File: src/rtl/aes_ctrl_pkg.sv
// Shared types and constants for the byte-serial AES-128 encrypt control path.
// Encodings here are seen by the datapath, so do not renumber dp_op_e.
package aes_ctrl_pkg;

  localparam int AES_NR     = 10;
  localparam int AES_NBYTES = 16;
  localparam int AES_NCOLS  = 4;

  typedef enum logic [2:0] {
    DP_NOP    = 3'd0,
    DP_LOAD   = 3'd1,
    DP_ARK    = 3'd2,
    DP_SUB    = 3'd3,
    DP_SHIFT  = 3'd4,
    DP_MIX    = 3'd5,
    DP_UNLOAD = 3'd6
  } dp_op_e;

  typedef enum logic [2:0] {
    S_IDLE,
    S_LOAD,
    S_KEY,
    S_ARK,
    S_SUB,
    S_SHIFT,
    S_MIX,
    S_UNLOAD
  } seq_state_e;

endpackage

File: src/rtl/aes_idx_counter.sv
// 4-bit byte/column index shared by every sequencer phase.
// tc flags the last byte (15) or, with short_tc, the last column (3).
module aes_idx_counter
  import aes_ctrl_pkg::*;
#(
  parameter int LONG_TC  = AES_NBYTES - 1,
  parameter int SHORT_TC = AES_NCOLS - 1
) (
  input  logic       clk,
  input  logic       rst_n,
  input  logic       clear,
  input  logic       enable,
  input  logic       short_tc,
  output logic [3:0] idx,
  output logic       tc
);

  // NOTE: sequential state uses non-blocking assignments so every flop
  // samples the pre-edge value of its neighbours, independent of block order.
  always_ff @(posedge clk) begin
    if (!rst_n) begin
      idx <= '0;
    end else if (clear) begin
      idx <= '0;
    end else if (enable) begin
      idx <= idx + 4'd1;
    end
  end

  assign tc = (idx == (short_tc ? 4'(SHORT_TC) : 4'(LONG_TC)));

endmodule

File: src/rtl/aes_round_sequencer.sv
// Control FSM for the byte-serial AES-128 encrypt datapath: sequences LOAD,
// AddRoundKey, SubBytes, ShiftRows, MixColumns and UNLOAD; carries no data.
module aes_round_sequencer
  import aes_ctrl_pkg::*;
#(
  parameter int NR     = AES_NR,
  parameter int NBYTES = AES_NBYTES
) (
  input  logic       clk,
  input  logic       rst_n,
  input  logic       start,
  input  logic       abort,
  output logic       busy,
  output logic       done,
  input  logic       in_valid,
  output logic       in_ready,
  output logic       out_valid,
  input  logic       out_ready,
  output logic       rk_req,
  output logic [3:0] rk_rnd,
  input  logic       rk_ack,
  output logic [2:0] dp_op,
  output logic [3:0] dp_idx,
  output logic [3:0] round
);

  localparam logic [3:0] LAST_ROUND = 4'(NR);

  seq_state_e state_q, state_d;
  logic [3:0] round_q, round_d;
  logic       done_q, done_d;
  logic       cnt_clear, cnt_en, cnt_tc;
  logic [3:0] idx;
  dp_op_e     op;

  aes_idx_counter #(
    .LONG_TC  (NBYTES - 1),
    .SHORT_TC (AES_NCOLS - 1)
  ) u_idx (
    .clk      (clk),
    .rst_n    (rst_n),
    .clear    (cnt_clear),
    .enable   (cnt_en),
    .short_tc (state_q == S_MIX),
    .idx      (idx),
    .tc       (cnt_tc)
  );

  always_ff @(posedge clk) begin
    if (!rst_n) begin
      state_q <= S_IDLE;
      round_q <= '0;
      done_q  <= 1'b0;
    end else begin
      state_q <= state_d;
      round_q <= round_d;
      done_q  <= done_d;
    end
  end

  // NOTE: every output of this block is given a default first, so no path
  // through the case statement leaves a variable unassigned (no latches).
  always_comb begin
    state_d   = state_q;
    round_d   = round_q;
    done_d    = 1'b0;
    cnt_clear = 1'b0;
    cnt_en    = 1'b0;
    if (abort) begin
      state_d   = S_IDLE;
      round_d   = '0;
      cnt_clear = 1'b1;
    end else begin
      case (state_q)
        S_IDLE: if (start) begin
          state_d   = S_LOAD;
          round_d   = '0;
          cnt_clear = 1'b1;
        end
        S_LOAD: if (in_valid) begin
          if (cnt_tc) begin
            state_d   = S_KEY;
            round_d   = '0;
            cnt_clear = 1'b1;
          end else begin
            cnt_en = 1'b1;
          end
        end
        S_KEY: if (rk_ack) begin
          state_d   = S_ARK;
          cnt_clear = 1'b1;
        end
        S_ARK: if (cnt_tc) begin
          cnt_clear = 1'b1;
          if (round_q == LAST_ROUND) begin
            state_d = S_UNLOAD;
          end else begin
            state_d = S_SUB;
            round_d = round_q + 4'd1;
          end
        end else begin
          cnt_en = 1'b1;
        end
        S_SUB: if (cnt_tc) begin
          state_d   = S_SHIFT;
          cnt_clear = 1'b1;
        end else begin
          cnt_en = 1'b1;
        end
        // The final round has no MixColumns; go straight to its round key.
        S_SHIFT: begin
          cnt_clear = 1'b1;
          state_d   = (round_q == LAST_ROUND) ? S_KEY : S_MIX;
        end
        S_MIX: if (cnt_tc) begin
          state_d   = S_KEY;
          cnt_clear = 1'b1;
        end else begin
          cnt_en = 1'b1;
        end
        S_UNLOAD: if (out_ready) begin
          if (cnt_tc) begin
            state_d   = S_IDLE;
            round_d   = '0;
            done_d    = 1'b1;
            cnt_clear = 1'b1;
          end else begin
            cnt_en = 1'b1;
          end
        end
        default: begin
          state_d   = S_IDLE;
          round_d   = '0;
          cnt_clear = 1'b1;
        end
      endcase
    end
  end

  // Outputs decode the registered state; only the LOAD strobe is qualified
  // by in_valid so the datapath captures the byte in the handshake cycle.
  always_comb begin
    op     = DP_NOP;
    dp_idx = '0;
    case (state_q)
      S_LOAD: begin
        if (in_valid) op = DP_LOAD;
        dp_idx = idx;
      end
      S_ARK:    begin op = DP_ARK;    dp_idx = idx; end
      S_SUB:    begin op = DP_SUB;    dp_idx = idx; end
      S_SHIFT:  op = DP_SHIFT;
      S_MIX:    begin op = DP_MIX;    dp_idx = idx; end
      S_UNLOAD: begin op = DP_UNLOAD; dp_idx = idx; end
      default:  op = DP_NOP;
    endcase
  end

  assign dp_op     = op;
  assign busy      = (state_q != S_IDLE);
  assign done      = done_q;
  assign in_ready  = (state_q == S_LOAD);
  assign out_valid = (state_q == S_UNLOAD);
  assign rk_req    = (state_q == S_KEY);
  assign rk_rnd    = (state_q == S_KEY) ? round_q : 4'd0;
  assign round     = round_q;

endmodule

File: config.mk
export PLATFORM = sky130hd
export DESIGN_NAME = aes_round_sequencer
export DESIGN_NICKNAME = d
export VERILOG_FILES = /design/src/rtl/aes_ctrl_pkg.sv /design/src/rtl/aes_idx_counter.sv /design/src/rtl/aes_round_sequencer.sv
export SDC_FILE = /design/constraint.sdc
export NUM_CORES = 1
export LEC_CHECK = 0
export ABC_AREA = 1
export CAP_MARGIN = 10
export CORE_MARGIN = 2
export CORE_UTILIZATION = 35
export CTS_CLUSTER_SIZE = 10
export DETAILED_ROUTE_END_ITERATION = 6
export HOLD_SLACK_MARGIN = 0.15
export PLACE_DENSITY = 0.74
export SKIP_LAST_GASP = 1
export SLEW_MARGIN = 0
export SYNTH_ARGS = -nofsm -noshare
export SYNTH_HDL_FRONTEND = slang
export SYNTH_HIERARCHICAL = 1
export SYNTH_SLANG_ARGS = --single-unit
export TNS_END_PERCENT = 20
File: constraint.sdc
create_clock -name clk -period 2.4 [get_ports clk]
set_clock_uncertainty 0.2 [all_clocks]
set_input_delay 0.48 -clock clk [delete_from_list [all_inputs] [get_ports clk]]
set_output_delay 0.48 -clock clk [all_outputs]
set_load 0.01 [all_outputs]
==> results.json <==
{
  "post_dp_hpwl_um": 1750,
  "global_route.overflow_total": 0,
  "totalWireLength_um": 2200,
  "share_of_the_synthesized_area_in_the_top_cell_type": 0.256,
  "globalplace.congestion": 0.854,
  "postCtsHoldBufs": 0,
  "antenna_violations_before_repair": 0,
  "postSynthCellCount": 169,
  "final.min_clock_period_ns": 2.38,
  "fp.dieW_um": 55.8,
  "critical_path_class": "reg -> out",
  "clk_latency_ns": 0.27,
  "synth.top_cells.by_area": "dfxtp_1 (26%), nand2_1 (20%), nor2_1 (13%)",
  "setup.worst_path.end_class": "output port",
  "flow.area_growth_from_synthesis_pct": 42.2,
  "detailed_routing_iteration_count_for_the_pre_antenna_repair_pass": 4,
  "cap_violations": 0,
  "synth-main-ff-cell": "dfxtp_1",
  "critical_path.slowest_cell": "clkdlybuf4s50_1",
  "route.detailed.vias_per_inst": 4.54,
  "synth_seq_cells": 12,
  "critPathArrivalTime_ns": 1.70,
  "crit_required_ns": 1.72,
  "critPathBufInv": 2,
  "routed_wire_length_per_instance_um": 9.43,
  "worst_slew_margin_rel": 0.828,
  "finalSetupViolations": 0,
  "seq_area_frac_synth": 0.256,
  "synth_common_cells": "nand2_1 (49), nor2_1 (33), inv_1 (29)",
  "post_synth_instance_area_um2": 940,
  "worst_pin_slew_ns": 0.255,
  "rrSetupSlack_ns": 0.20,
  "remaining_drc_errors": 0,
  "synth_edf_count": 0,
  "rsz0062_at_grt": "true",
  "hold-worst-slack_ns": 0.336,
  "synth_area_leader_cell": "dfxtp_1",
  "critPathMaxFanout": 9,
  "cp_top_family": "buffers and inverters",
  "coreArea_mm2": 0.00250,
  "numCtsBuffers": 3,
  "fin_util": 0.535,
  "port-buffer-count": 26,
  "num-nets-final": 214,
  "run_status": "completed",
  "fin_crit_sh": 0.992,
  "vias_in_the_first_global_route": 911,
  "asyncSetResetFlopFracSynth": 0,
  "postCtsSetupBuffers": 0,
  "dieHeight_um": 55.8,
  "critical_path.cell_chain": "inv_2 > nand3_1 > nor2_1 > clkdlybuf4s50_1",
  "clock_sink_count": 12,
  "clock_tree.htree_level_count": 1,
  "critical_path_startpoint_category": "flop",
  "antenna_cells": 0,
  "grt_first_pass_wirelength_um": 3750,
  "cts_tree": "built",
  "synth.net_count": 179,
  "p_leak_nw": 0.693,
  "design.die.area_mm2": 0.00312,
  "boundaryPins": 27,
  "clock_tree_root_driver_cell": "clkbuf_4",
  "synthesis.area_per_instance_um2": 5.56,
  "power.ir.vdd_worst_uv": 401,
  "filler_cell_count": 262,
  "cts.reportedPaths.clkPinSlew_ns": 0.08,
  "detail_route.iter0.violations": 16,
  "hold_path_class": "reg -> reg",
  "report.final.slew_viol_count": 0,
  "start_util": 0.376,
  "clock_path_buffers": 2,
  "yosys.cell_count.top_type": "nand2_1",
  "ys_warn_count": 6,
  "grt_max_degree": 10,
  "finalHoldViolCount": 0,
  "drive_above_1_share": 0.133,
  "gr-usage-all-layers": 0.145,
  "row_count": 18,
  "achievable_freq_mhz": 420,
  "antenna_violating_nets_post_route": 0,
  "crit_path_max_incr_delay_ns": 0.55,
  "num_vias": 1057,
  "post_synth_num_cell_types": 19,
  "power_per_cell_area_mw_per_mm2": 565
}
==> worst register-to-register path, cell delays in order, from the launching register on <==
cell	delay (ns)
dfxtp_4	0.37
inv_1	0.07
nand2_1	0.11
nor2_1	0.12
inv_1	0.06
o21ai_0	0.15
nand2_1	0.07
nor2_1	0.16
nand2_1	0.10
nand2_1	0.10
nand2_1	0.06
nor2_1	0.10
nand2_1	0.13
nand2_1	0.09
nor2_1	0.08
o21ai_0	0.09
a21oi_1	0.06
==> per-layer routing <==
metal | vias to the layer above | wire (µm) | global-route usage
li1 | 579 | - | -
met1 | 457 | 1040 | 0.174
met2 | 19 | 1040 | 0.259
met3 | 2 | 105 | 0.0465
met4 | 0 | 12 | 0.0204
met5 | - | 0 | 0
==> power breakdown <==
part	leakage (nW)	internal, mW	switching, mW
Sequential	0.0992	0.217	0.0236
Combinational	0.573	0.148	0.204
Clock	0.0210	0.0921	0.0697
Total	0.693	0.458	0.297
==> path summary, 6_finish.rpt <==
check,cells past startpoint,end,from
worst min register to register,1,u_idx/idx[0],u_idx/idx[0]
worst max-delay path,4,rk_rnd[0],state_q[2]
worst max register to register,16,u_idx/idx[0],state_q[0]
worst min-delay path,1,u_idx/idx[0],u_idx/idx[0]
==> layout by cell type (no fill, tap or decap) <==
cell type        instances
a21oi_1                 10
a21oi_4                  1
and3_1                   1
buf_4                    6
clkbuf_4                 3
clkbuf_8                 1
clkdlybuf4s50_1         22
dfxtp_1                  9
dfxtp_2                  1
dfxtp_4                  2
dlygate4sd2_1            2
dlymetal6s2s_1           2
ha_1                     3
inv_1                   29
inv_2                    1
nand2_1                 48
nand2_2                  5
nand2_4                  1
nand3_1                 11
nor2_1                  31
nor2_2                   5
nor2_4                   1
nor4_1                   1
o21ai_0                  5
or2_1                    1
xor2_1                   1
==> per-stage QoR <==
stage	power, mW	setup WS [ns]	std cells	instance area [µm²]	TNS, ns
after CTS	0.756	-0.00361	233	1320	-0.00361
after floorplan	0.465	0.350	169	940	0
after global placement	0.581	0.102	229	1270	0
after global routing	0.825	-0.101	233	1340	-0.450
after detailed placement	0.581	0.0945	229	1270	0
final	0.755	0.0187	233	1340	0
==> area by class of cell <==
type                       instances  area, µm²  share of cell area
clock buffer                       4       36.3              0.0272
sequential                        12        249               0.186
timing repair buffer              32        308               0.230
multi-input combinational        125        593               0.444
inverter                          30        113              0.0843
tap                               30       37.5              0.0281
==> kinds of logic after synthesis <==
| group | share of synthesized area |
|---|---|
| simple gates | 0.477 |
| xor+xnor | 0.00932 |
| flops | 0.256 |
| buf+inv | 0.133 |
| compound gates | 0.0852 |
| fa+ha+maj | 0.0400 |
==> what timing repair did <==
item,in CTS,in global routing
setup endpoints to repair,10,11
gates resized for setup,8,6
endpoints found under the hold margin,0,0
==> registers in the layout, summed over array words and instances (netlist names) <==
name / count
round: 4
u_idx/idx: 4
state_q: 3
done: 1
Power figures use the tool's default switching activity.
